$ cat src/rtl/params_pkg.sv
// Shared widths, arbiter state encoding and the write-request record used by
// wb_stage, the long-latency unit and the register-file write arbiter.
package params_pkg;

    localparam int DATA_WIDTH           = 32;
    localparam int REG_ADDR_WIDTH       = 5;
    localparam int DEFAULT_STARVE_LIMIT = 4;

    typedef enum logic [0:0] {
        NORMAL  = 1'b0,
        FORCE_B = 1'b1
    } rf_arb_state_e;

    typedef struct packed {
        logic [REG_ADDR_WIDTH-1:0] rd;
        logic [DATA_WIDTH-1:0]     data;
    } rf_wr_req_t;

endpackage

$ cat src/rtl/rf_wr_arbiter.sv
// Register-file write port arbiter: fixed priority to the writeback path (A),
// with a starvation guard that forces a long-latency (B) grant after a bounded wait.
//
// state   | meaning
// NORMAL  | A has priority; B waits and its stall cycles are counted
// FORCE_B | B has waited STARVE_LIMIT cycles; B is granted, A is held off
module rf_wr_arbiter #(
    parameter int DATA_WIDTH     = params_pkg::DATA_WIDTH,
    parameter int REG_ADDR_WIDTH = params_pkg::REG_ADDR_WIDTH,
    parameter int STARVE_LIMIT   = params_pkg::DEFAULT_STARVE_LIMIT
) (
    input  logic                      clk_i,
    input  logic                      rst_ni,
    input  logic                      a_valid_i,
    output logic                      a_ready_o,
    input  logic [REG_ADDR_WIDTH-1:0] a_rd_i,
    input  logic [DATA_WIDTH-1:0]     a_data_i,
    input  logic                      b_valid_i,
    output logic                      b_ready_o,
    input  logic [REG_ADDR_WIDTH-1:0] b_rd_i,
    input  logic [DATA_WIDTH-1:0]     b_data_i,
    output logic                      rf_we_o,
    output logic [REG_ADDR_WIDTH-1:0] rf_waddr_o,
    output logic [DATA_WIDTH-1:0]     rf_wdata_o,
    output logic                      b_starved_o
`ifndef SYNTHESIS
    ,
    output logic [31:0]               debug_a_writes_o,
    output logic [31:0]               debug_b_writes_o
`endif
);

    import params_pkg::*;

    rf_arb_state_e state, state_d;
    logic [3:0]    starve_cnt, starve_cnt_d;
    logic          a_grant, b_grant;

    always_comb begin
        a_grant      = 1'b0;
        b_grant      = 1'b0;
        state_d      = state;
        starve_cnt_d = starve_cnt;
        if (rst_ni) begin
            case (state)
                NORMAL: begin
                    if (a_valid_i) begin
                        a_grant = 1'b1;
                    end else if (b_valid_i) begin
                        b_grant = 1'b1;
                    end
                    if (!b_valid_i || b_grant) begin
                        starve_cnt_d = 4'd0;
                    end else if (starve_cnt == 4'(STARVE_LIMIT - 1)) begin
                        starve_cnt_d = 4'd0;
                        state_d      = FORCE_B;
                    end else begin
                        starve_cnt_d = starve_cnt + 4'd1;
                    end
                end
                FORCE_B: begin
                    // A withdrawn B is a protocol error; drop back without granting A.
                    b_grant      = b_valid_i;
                    starve_cnt_d = 4'd0;
                    state_d      = NORMAL;
                end
                default: begin
                    starve_cnt_d = 4'd0;
                    state_d      = NORMAL;
                end
            endcase
        end
    end

    assign a_ready_o   = a_grant;
    assign b_ready_o   = b_grant;
    assign b_starved_o = (state == FORCE_B);

    always_ff @(posedge clk_i) begin
        if (!rst_ni) begin
            state      <= NORMAL;
            starve_cnt <= 4'd0;
            rf_we_o    <= 1'b0;
            rf_waddr_o <= '0;
            rf_wdata_o <= '0;
        end else begin
            state      <= state_d;
            starve_cnt <= starve_cnt_d;
            // x0 handshakes complete but never reach the register file.
            rf_we_o    <= (a_grant && (a_rd_i != '0)) || (b_grant && (b_rd_i != '0));
            if (a_grant) begin
                rf_waddr_o <= a_rd_i;
                rf_wdata_o <= a_data_i;
            end else if (b_grant) begin
                rf_waddr_o <= b_rd_i;
                rf_wdata_o <= b_data_i;
            end
        end
    end

`ifndef SYNTHESIS
    always_ff @(posedge clk_i) begin
        if (!rst_ni) begin
            debug_a_writes_o <= 32'd0;
            debug_b_writes_o <= 32'd0;
        end else begin
            if (a_grant) debug_a_writes_o <= debug_a_writes_o + 32'd1;
            if (b_grant) debug_b_writes_o <= debug_b_writes_o + 32'd1;
        end
    end
`endif

endmodule

$ cat config.mk
export PLATFORM = sky130hd
export DESIGN_NAME = rf_wr_arbiter
export DESIGN_NICKNAME = d
export VERILOG_FILES = /design/src/rtl/params_pkg.sv /design/src/rtl/rf_wr_arbiter.sv
export SDC_FILE = /design/constraint.sdc
export NUM_CORES = 1
export LEC_CHECK = 0
export BUFFER_PORTS_ARGS = -buffer_cell sky130_fd_sc_hd__buf_4
export CAP_MARGIN = 0
export CORE_UTILIZATION = 41
export CTS_CLUSTER_SIZE = 8
export DETAILED_ROUTE_END_ITERATION = 6
export PLACE_DENSITY = 0.8
export SETUP_SLACK_MARGIN = 0.15
export SLEW_MARGIN = 20
export SYNTH_ARGS = -nofsm -noshare
export SYNTH_HDL_FRONTEND = slang
export SYNTH_SLANG_ARGS = --single-unit
$ cat constraint.sdc
create_clock -name clk_i -period 1.8 [get_ports clk_i]
set_input_delay 0.27 -clock clk_i [delete_from_list [all_inputs] [get_ports clk_i]]
set_output_delay 0.27 -clock clk_i [all_outputs]
set_load 0.01 [all_outputs]
Yosys cells after proc, flatten, opt, wreduce, memory -nomap -nowiden
Index checks and enable logic that the tools add are counted.
{ "classes": {"n_addsub": 1, "eq_ne": 1, "muxes": 19, "bitwise": 1, "n_reduce_logical": 8} }
{ "ops": {"columns": ["cell", "n"], "rows": [
  ["two-way mux 32 bit", 2],
  ["two-way mux 1 bit", 10],
  ["two-way mux 5 bit", 2],
  ["nonzero test 5 bit", 2],
  ["two-way mux 4 bit", 2],
  ["case mux 4 bit (2 select lines)", 1],
  ["adder 4 x 1 -> 4 bit, second input constant", 1],
  ["== test 4 x 2 -> 1 bit, second input constant", 1],
  ["case mux 1 bit (2 select lines)", 2],
  ["logical AND 1 bit", 2],
  ["logical OR 1 bit", 2],
  ["nonzero test 2 bit", 1],
  ["zero test 1 bit", 1],
  ["NOT 1 bit", 1]
]} }
{ "word_totals": {"ff_bits": 43} }

Depth between registers and ports, before layout
{ "depth": {"depth_word": 8, "depth_mapped": 5, "ltp_nobuf": 4} }

Worst setup path before layout
Ideal clock, no wire load.
{ "synth_timing": {"kind": "register to register", "start": "reg state (netlist: b_starved_o)", "end": "reg rf_waddr_o[0]", "t_arrival_ns": 1.224, "required_time_ns": 1.678, "setup_slack_ns": 0.454, "path_stages_with_launch": 6, "path_buffers": 2, "synth_period_minus_slack_ns": 1.346, "cell_sequence": "dfxtp_1 and2b_4 nor2_2 buf_6 buf_6 a221o_1"} }
{ "synth_via": {"elab_chain_len": 4} }
{ "synth_lines": {"columns": ["item", "line_no", "rtl"], "rows": [
  ["start, declared", "rf_wr_arbiter.sv:35", "rf_arb_state_e state, state_d;"],
  ["start signal, assigned", "rf_wr_arbiter.sv:87", "state <= state_d;"],
  ["NOT 1 bit", null, null],
  ["case mux 1 bit (2 select lines)", "rf_wr_arbiter.sv:45", "case (state)"],
  ["two-way mux 1 bit", "rf_wr_arbiter.sv:44", "if (rst_ni) begin"],
  ["nonzero test 2 bit (no source line)", null, null],
  ["end signal, assigned", "rf_wr_arbiter.sv:92", "rf_waddr_o <= a_rd_i;"],
  ["end signal, assigned", "rf_wr_arbiter.sv:95", "rf_waddr_o <= b_rd_i;"],
  ["end, declared", "rf_wr_arbiter.sv:23", "output logic [REG_ADDR_WIDTH-1:0] rf_waddr_o,"]
]} }
Several ways; a longest one is shown, not always the timed one.
A chain may end at the register's enable or synchronous reset.

Final worst setup path
{ "layout_timing": {"start": "reg state (netlist: b_starved_o)", "end": "out b_ready_o"} }
{ "layout_via": {"elab_chain_len": 3} }
{ "layout_lines": {"columns": ["item", "line_no", "rtl"], "rows": [
  ["NOT 1 bit", null, null],
  ["case mux 1 bit (2 select lines) *", "rf_wr_arbiter.sv:45", null],
  ["two-way mux 1 bit *", "rf_wr_arbiter.sv:44", null],
  ["end, declared", "rf_wr_arbiter.sv:19", "output logic b_ready_o,"]
]} }
Mark *: on every way between the ends. The rest lies on a longest branch, timed or not.

==> metrics <==
main combinational cell family by area after synthesis compound AO/OA/AOI/OAI gates; CTS Hold Bufs 0; Die X 66.7 um; placer congestion estimate 0.739; gr usage total 0.220; first-pass GRT wire length 7.31 mm; storage element area 861 um2; port buffer count 118; hold wc startpoint b_data_i[30]; YS warnings 0; critical path launch point b_starved_o; Via Count 1,665; area of the multi-input gates 766 um2; fraction of the mapped netlist area in simple logic gates 0.201; EDFF count, synth 0; r2r startpoint b_starved_o; Required @ worst endpoint 1530 ps; top-count cell post-synth dfxtp_1; # DRC 0; Final Skew 8.95 ps; overall power 2230 uW; Max-Cap Viols 0; Power Density 792 nW/um2; outcome completed; Synth Register Bits 43; die area 4450 um2; xor/xnor cell area share of the yosys netlist 0.00510; H-Tree Depth 2; DRT Pass-1 Iters 4; final worst slack 183 ps; Reg clk slew, reported paths 80 ps; fin util 0.704; DR WL/cell 15.1 um; vias in the first global route 1,593; VDD IR max 0.428 mV; largest net degree at the start of global routing 21; Post-Syn Nets 229; fin. max-slew vios 0; mux cell area share after synthesis 0.00655; Clock Tree Buf Depth 2; Top FF cell, synth dfxtp_1; cell area after synthesis 1720 um2; Initial Utilization 0.429; Critical Path Source Type register; unrepaired setup endpoints after global routing yes; min Tclk post-route 1620 ps; Commonest cells post-synth 43 x dfxtp_1, 37 x a221o_1, 21 x and2_1, 16 x and2_0, 7 x buf_6; Post-Synth Adder-Cell Area 0.00728; Worst Reg-to-Reg Cells 6; Seq/Total Area, Yosys 0.501; Synth Area in Compound Gates 0.223; synth top area cells dfxtp_1 50%, a221o_1 22%, and2_1 7.6%; syn_area_per_cell 11.5 um2; Gate Count Post-Synth 150; Worst Tran Pin Value 357 ps; final setup fails 0; Setup WS pre-CTS -51.1 ps; Final Hold Fails 0; Max Clock Freq 618 MHz; DRT iter0 DRCs 71; # IOs 119; Hold Path Class in2reg; global route total overflow 0; Die H 66.7 um; Antenna Diode Count 0; layout cells sized above 1 0.511; initial antenna violation count 0; Static Leak 0.00134 uW; Final #Nets 354; Distinct cells, synth 23; clk root buf clkbuf_8; Worst setup EP type output port; Crit Path Class reg2out; final hold slack 198 ps; clock sink total 43; worst hold stages 2; CP Max Fanout 3; Yosys top cell by area dfxtp_1; core area 4000 um2; Async SR Flop Fraction 0; fillcell total 333; CTS buffer count 5; final worst-path cycle share 0.898; Arr. time, crit path 1350 ps; DRT antenna net count 0; final wirelength 4.93 mm; relative max-transition margin 0.761; vias per cell 5.11; num rows 23; synth-to-layout area growth 63.9%; hpwl dp 3.53 mm; clk_lat worst skew 290 ps; Yosys top cell area share 0.501; CTS tree done
report_power, final:
group,internal [uW],switching (uW)
clock network,449,318
logic,264,146
registers,1020,37.3
timing repair:
action                     4_1_cts  5_1_grt
setup endpoints to repair       20        2
resized for setup                1        1
buffers inserted                 3        0
gates cloned                     1        0
pin swaps                        1        1
routing by layer:
metal	GRT usage	share of wire
met1	0.269	0.44
met2	0.367	0.48
met3	0.0582	0.063
met4	0.0771	0.018
met5	0	0
path summary, 6_finish.rpt:
kind / slack (ps) / end
setup / recovery: 180 / b_ready_o
hold / removal: 200 / rf_wdata_o[30]
setup reg to reg: 250 / rf_wdata_o[3]
hold reg to reg: 480 / starve_cnt[0]
kinds of logic (layout without fill, tap and decap cells):
group,after synthesis,in the layout
muxes,1,1
buffers and inverters,11,137
adders and majority gates,1,1
AOI/OAI and AO/OA,39,39
DFF,43,43
and+or+nand+nor,54,54
xor gates and xnor gates,1,1
cell usage in the layout, fill, tap and decap left out, types with 2 or more instances in the layout:
cell	Yosys	routed
a221o_1	37	37
and2_1	21	21
nand2_1	2	2
nor2_1	3	3
nand3_1	2	2
dfxtp_1	43	43
clkbuf_8	0	6
and2_0	16	16
buf_4	0	126
nor3b_1	2	2
or4_1	2	2
final cells by class:
| type | count | area share |
|---|---|---|
| Timing Repair Buffer | 129 | 0.359 |
| Sequential cell | 43 | 0.306 |
| Multi-Input combinational cell | 96 | 0.272 |
| Clock buffer | 6 | 0.0293 |
| Tap cell | 50 | 0.0222 |
| Clock inverter | 2 | 0.0124 |
registers in the layout, summed over array words and instances, names as in the netlist:
name and count:
rf_we_o 1, rf_waddr_o 5, rf_wdata_o 32, b_starved_o 1
starve_cnt 4
worst max-delay path, stage by stage, from the launching register on:
cell and delay [ps]:
dfxtp_1 340, and2b_4 200, buf_4 150, nor2_4 140
buf_12 120, buf_4 110
metrics by stage:
step / setup TNS [ps] / area [um2] / cells
after floorplan: 0 / 1720 / 150
after global placement: 0 / 2640 / 314
after detailed placement: -645 / 2640 / 314
after CTS: 0 / 2810 / 326
after global routing: 0 / 2820 / 326
final: 0 / 2820 / 326
(Power assumes the default switching activity.)
